$ cat config.mk
export PLATFORM = sky130hd
export DESIGN_NAME = burst_rd_engine
export DESIGN_NICKNAME = d
export VERILOG_FILES = /design/src/rtl/burst_rd_engine.sv
export SDC_FILE = /design/constraint.sdc
export NUM_CORES = 1
export LEC_CHECK = 0
export ABC_AREA = 1
export CAP_MARGIN = 15
export CORE_MARGIN = 2
export CORE_UTILIZATION = 40
export CTS_CLUSTER_SIZE = 30
export DETAILED_ROUTE_END_ITERATION = 6
export MAX_ROUTING_LAYER = met4
export PLACE_DENSITY = 0.73
export SYNTH_ARGS = -nofsm -noshare
export SYNTH_HDL_FRONTEND = slang
export SYNTH_SLANG_ARGS = --single-unit
$ cat constraint.sdc
create_clock -name clk -period 2 [get_ports clk]
set_input_delay 0.4 -clock clk [delete_from_list [all_inputs] [get_ports clk]]
set_output_delay 0.4 -clock clk [all_outputs]
set_load 0.1 [all_outputs]
$ cat src/rtl/burst_rd_engine.sv
// burst_rd_engine: strided SRAM burst reader streaming beats through a 2-entry credit-tracked buffer
module burst_rd_engine #(
  parameter int ADDR_WIDTH = 10,
  parameter int DATA_WIDTH = 8,
  parameter int BURST_LEN = 15,
  parameter int STRIDE_LEN = 8
) (
  input  logic                  clk,
  input  logic                  rst_n,
  input  logic                  req_valid,
  output logic                  req_ready,
  input  logic [ADDR_WIDTH-1:0] req_addr,
  output logic                  sram_rd_en,
  output logic [ADDR_WIDTH-1:0] sram_addr,
  input  logic [DATA_WIDTH-1:0] sram_rdata,
  output logic                  out_valid,
  input  logic                  out_ready,
  output logic [DATA_WIDTH-1:0] out_data,
  output logic                  out_last,
  output logic                  busy,
  output logic                  done
);
  localparam int CW = $clog2(BURST_LEN + 1);
  typedef enum logic [1:0] {IDLE, ISSUE, DRAIN} state_t;
  state_t state, state_nxt;
  logic [ADDR_WIDTH-1:0] addr_q;
  logic [CW-1:0] issue_cnt, beat_cnt;
  logic [DATA_WIDTH-1:0] fifo_mem [2];
  logic [1:0] fifo_count;
  logic wr_ptr, rd_ptr, inflight, pop, accept, issue_last, beat_last;
  assign out_valid = fifo_count != 2'd0;
  assign out_data = fifo_mem[rd_ptr];
  assign pop = out_valid && out_ready;
  assign accept = req_ready && req_valid;
  assign issue_last = issue_cnt == CW'(BURST_LEN - 1);
  assign beat_last = beat_cnt == CW'(BURST_LEN - 1);
  assign out_last = out_valid && beat_last;
  assign sram_addr = addr_q;
  // state register
  always_ff @(posedge clk or negedge rst_n)
    if (!rst_n) state <= IDLE;
    else state <= state_nxt;
  // next state, handshake and credit-gated read strobe; a read is allowed only if the
  // buffer can still hold it after accounting for the in-flight word and this cycle's pop
  always_comb begin
    state_nxt = state;
    req_ready = state == IDLE;
    busy = state != IDLE;
    sram_rd_en = (state == ISSUE) && ({1'b0, fifo_count} + {2'b0, inflight} < 3'd2 + {2'b0, pop});
    if (accept) state_nxt = ISSUE;
    if (sram_rd_en && issue_last) state_nxt = DRAIN;
    if (state == DRAIN && pop && beat_last) state_nxt = IDLE;
  end
  // address walk, burst counters, in-flight tracking and completion pulse
  always_ff @(posedge clk or negedge rst_n)
    if (!rst_n) begin
      addr_q <= '0;
      issue_cnt <= '0;
      beat_cnt <= '0;
      inflight <= 1'b0;
      done <= 1'b0;
    end else begin
      inflight <= sram_rd_en;
      done <= state == DRAIN && pop && beat_last;
      if (accept) begin
        addr_q <= req_addr;
        issue_cnt <= '0;
        beat_cnt <= '0;
      end else begin
        if (sram_rd_en) begin
          addr_q <= addr_q + ADDR_WIDTH'(STRIDE_LEN);
          issue_cnt <= issue_cnt + CW'(1);
        end
        if (pop) beat_cnt <= beat_cnt + CW'(1);
      end
    end
  // 2-entry output buffer; returning SRAM data is pushed the cycle after its strobe
  always_ff @(posedge clk or negedge rst_n)
    if (!rst_n) begin
      fifo_mem[0] <= '0;
      fifo_mem[1] <= '0;
      wr_ptr <= 1'b0;
      rd_ptr <= 1'b0;
      fifo_count <= 2'd0;
    end else begin
      if (inflight) begin
        fifo_mem[wr_ptr] <= sram_rdata;
        wr_ptr <= ~wr_ptr;
      end
      if (pop) rd_ptr <= ~rd_ptr;
      fifo_count <= fifo_count + {1'b0, inflight} - {1'b0, pop};
    end
endmodule
==> impl_summary.txt <==
----------------------------------------------------
[Worst setup path]
  Reg2reg setup slack ... 260 ps
  Capture point of the worst path ... sram_rd_en
  R2R Path Start ... fifo_count[0]
  Slowest CP cell ... dfrtp_1
  Critical setup path kind ... flip-flop to primary output
  Cells along the critical path ... ha_4 -> ha_4 -> nand2_4 -> nand2_4 -> clkinvlp_4 -> buf_12
  Type of element launching the critical path ... flip-flop
  R2r worst-path depth ... 10
  Data required, critical path ... 1600 ps
  Count of cell instances traversed by the critical path ... 6
  Buf+Inv Stages, Crit Path ... 2
  Setup crit start ... inflight
  Type of destination of the critical path ... primary output
  CP max stage delay ... 430 ps
  Worst-path fanout max ... 2
  FF-to-FF End ... fifo_count[1]
  Endpoint arrival time on the critical path ... 1580 ps
  Delay-heaviest family, CP ... adder cells

[Run status]
  Status ... finished, final reports clean

[Detailed routing]
  Routed vias ... 1776
  Number of nets with antenna violations after detailed routing ... 0
  Iteration-0 DRC Markers ... 137
  Number of vias per cell after detailed routing ... 4.637
  Length of the first detailed-routing pass in iterations ... 4
  Number of remaining DRC errors ... 0
  Drt total wl ... 4.443 mm
  Wirelength per Cell ... 11.60 um

[Finish]
  Number of diodes ... 0
  Synthesis-to-finish area growth ... 37.75%
  Post-route core utilization ... 57.47%
  Final net count ... 343
  Fill cell instance count of the final layout ... 487
  Layout cells sized above 1 ... 20.45%

[Synthesis]
  Number of enable-type register cells in the synthesized netlist ... 0
  Count of synthesis-stage warnings from yosys ... 0
  Most instantiated flip-flop cell in the synthesis netlist ... dfrtp_1
  Proportion of register bits with asynchronous set or reset after synthesis ... 100.0%
  Register bit count reported by yosys ... 42
  Number of instances in the synthesized netlist ... 258
  Largest area contributor in the synthesized netlist ... dfrtp_1
  Netlist Area Pre-Place ... 2145 sq um
  Share of synthesized area occupied by flip-flops and latches ... 49.01%
  Most area-consuming cells after synthesis ... dfrtp_1, nand2_1, ha_1
  Mean instance size in the synthesized netlist ... 8.312 sq um
  Number of library cell types mapped by synthesis ... 30
  Fraction of synthesized cell area taken by the top area cell type ... 49.01%
  Net count after synthesis ... 289

[Timing]
  Setup repair after global routing missed its margin ... true
  Max Clk Rate ... 504.3 MHz
  Transition time at the pin with the least slew margin ... 549.4 ps
  Time the worst path needs with I/O delays and setup ... 1983 ps
  Relative max-transition margin ... 63.38%
  Final setup violation count ... 0
  Final setup skew ... 1.604 ps
  Final worst-path cycle share ... 99.15%
  Total Negative Setup Slacks ... 0 ps
  Max-slew violation total from the final report ... 0
  Hold Vio Cnt, Final ... 0

[Clocking]
  Clock Latency Late Sink ... 290 ps
  CTS H-Tree Depth ... 2
  Sinks on Clock Net ... 42
  Clock Root Buffer ... clkbuf_8
  Number of clock buffers inserted by TritonCTS ... 5
  CTS tree ... yes
  Clock transition time at the flip-flop clock pins of the worst setup and hold paths ... 80 ps
  Number of buffers on the longest clock path ... 2

[Place]
  Detail Placement HPWL ... 3.135 mm
  Count of buffers inserted at the top-level ports ... 45
  Placer's final routability congestion estimate ... 0.7774

[Floorplan]
  Die outline area ... 5963 sq um
  Die Y ... 77.22 um
  I/O pins ... 46
  Initial core utilization ... 41.72%
  FP Rows ... 26
  CORE AREA ... 5140 sq um
  Die width ... 77.22 um

[GRT]
  Pin count of the biggest net entering global routing ... 24
  Initial antenna violation count ... 0
  Remaining global-route overflow ... 0
  Number of global-route vias before repair ... 1736
  All-layer global routing usage ... 16.46%
  Wire length of the first global-routing pass ... 7.741 mm

[Run]
  Max cap viols ... 0

[Hold path]
  HP Class ... flip-flop to flip-flop

----------------------------------------------------
## final cells by class
type / instances / area [sq um] / area share (%)
clock buffer: 6 / 82.58 / 2.795
clock inverter: 2 / 12.51 / 0.4235
inverter: 29 / 115.1 / 3.897
multi-input combinational: 179 / 967.2 / 32.74
sequential: 42 / 1051 / 35.58
tap: 70 / 87.58 / 2.965
timing repair buffer: 55 / 638.1 / 21.60
## worst min path at each step
stage / start / to / slack (ps) / cells after the start
final: fifo_mem[4] / fifo_mem[4] / 490 / 2
after global routing: fifo_mem[6] / fifo_mem[6] / 520 / 2
after CTS: fifo_mem[4] / fifo_mem[4] / 490 / 2
after detailed placement: rst_n / beat_cnt[2] / 310 / 1
after global placement: rst_n / beat_cnt[2] / 310 / 1
after floorplan: rst_n / beat_cnt[0] / 100 / 0
## cells in the final DEF (no fill, tap or decap), types with 5 or more instances in the layout
master / count
ha_1: 7
nor2_1: 7
buf_4: 19
clkbuf_8: 6
buf_12: 14
o21ai_0: 13
nand2_4: 5
o21ai_1: 8
nand3_1: 20
inv_1: 22
clkdlybuf4s50_1: 20
dfrtp_1: 42
nand2_1: 91
## layer usage
| metal | vias up | global-route usage, % | share of wire [%] |
|---|---|---|---|
| met3 | 2 | 4.000 | 5.2 |
| met2 | 52 | 26.70 | 49 |
| met4 | 0 | 3.214 | 0.38 |
| met1 | 802 | 21.16 | 46 |
| li1 | 920 | - | - |
| met5 | - | - | 0 |
## logic make-up after synthesis
logic type	after synthesis	synth area share, %
AO/OA/AOI/OAI	32	8.518
AND/OR/NAND/NOR	133	27.01
adder cells (fa/ha/maj)	9	5.251
XOR/XNOR	5	2.042
flip-flops	42	49.01
buffers and inverters	37	8.168
## flip-flops by register name, summed over array words and instances (netlist names)
name	cells
rd_ptr	1
done	1
beat_cnt	4
inflight	1
issue_cnt	4
fifo_count	2
sram_addr	10
wr_ptr	1
state	2
fifo_mem	16
## cells in the mapped netlist (4+ instances only)
cell,n
o21ai_0,13
ha_1,9
o21ai_2,4
nor2_1,7
xor2_1,4
nand2_1,91
buf_6,4
nand3_1,21
o21ai_1,8
a21oi_1,4
dfrtp_1,42
inv_1,24
## worst reg2reg max path, stage by stage (launching register included)
cell	delay (ps)
dfrtp_1	420
buf_4	150
inv_2	70
nand2_4	70
nand2_1	80
inv_1	80
ha_1	270
inv_1	40
ha_1	170
xnor2_1	130
xor2_1	140
## what timing repair did
action,CTS,global route
pin swaps,2,3
endpoints found under the hold margin,12,0
gates resized for setup,2,4
gates cloned,0,0
hold buffers,1,0
endpoints found under the setup margin,1,1
setup buffers,4,0
## metrics by stage
stage | area, sq um | cells | hold WS, ps | setup slack (ps)
2_1_floorplan | 2162 | 258 | 104.4 | 54.96
3_3_place_gp | 2784 | 370 | 305.3 | 150.5
3_5_place_dp | 2784 | 370 | 305.7 | 106.7
4_1_cts | 2932 | 383 | 492.7 | 2.320
5_1_grt | 2954 | 383 | 515.5 | -35.94
6_report | 2954 | 383 | 491.4 | 16.95
Power is left out: the tool's default activity adds up to more than one toggle a clock period on the data nets, which glitch-free logic cannot reach.
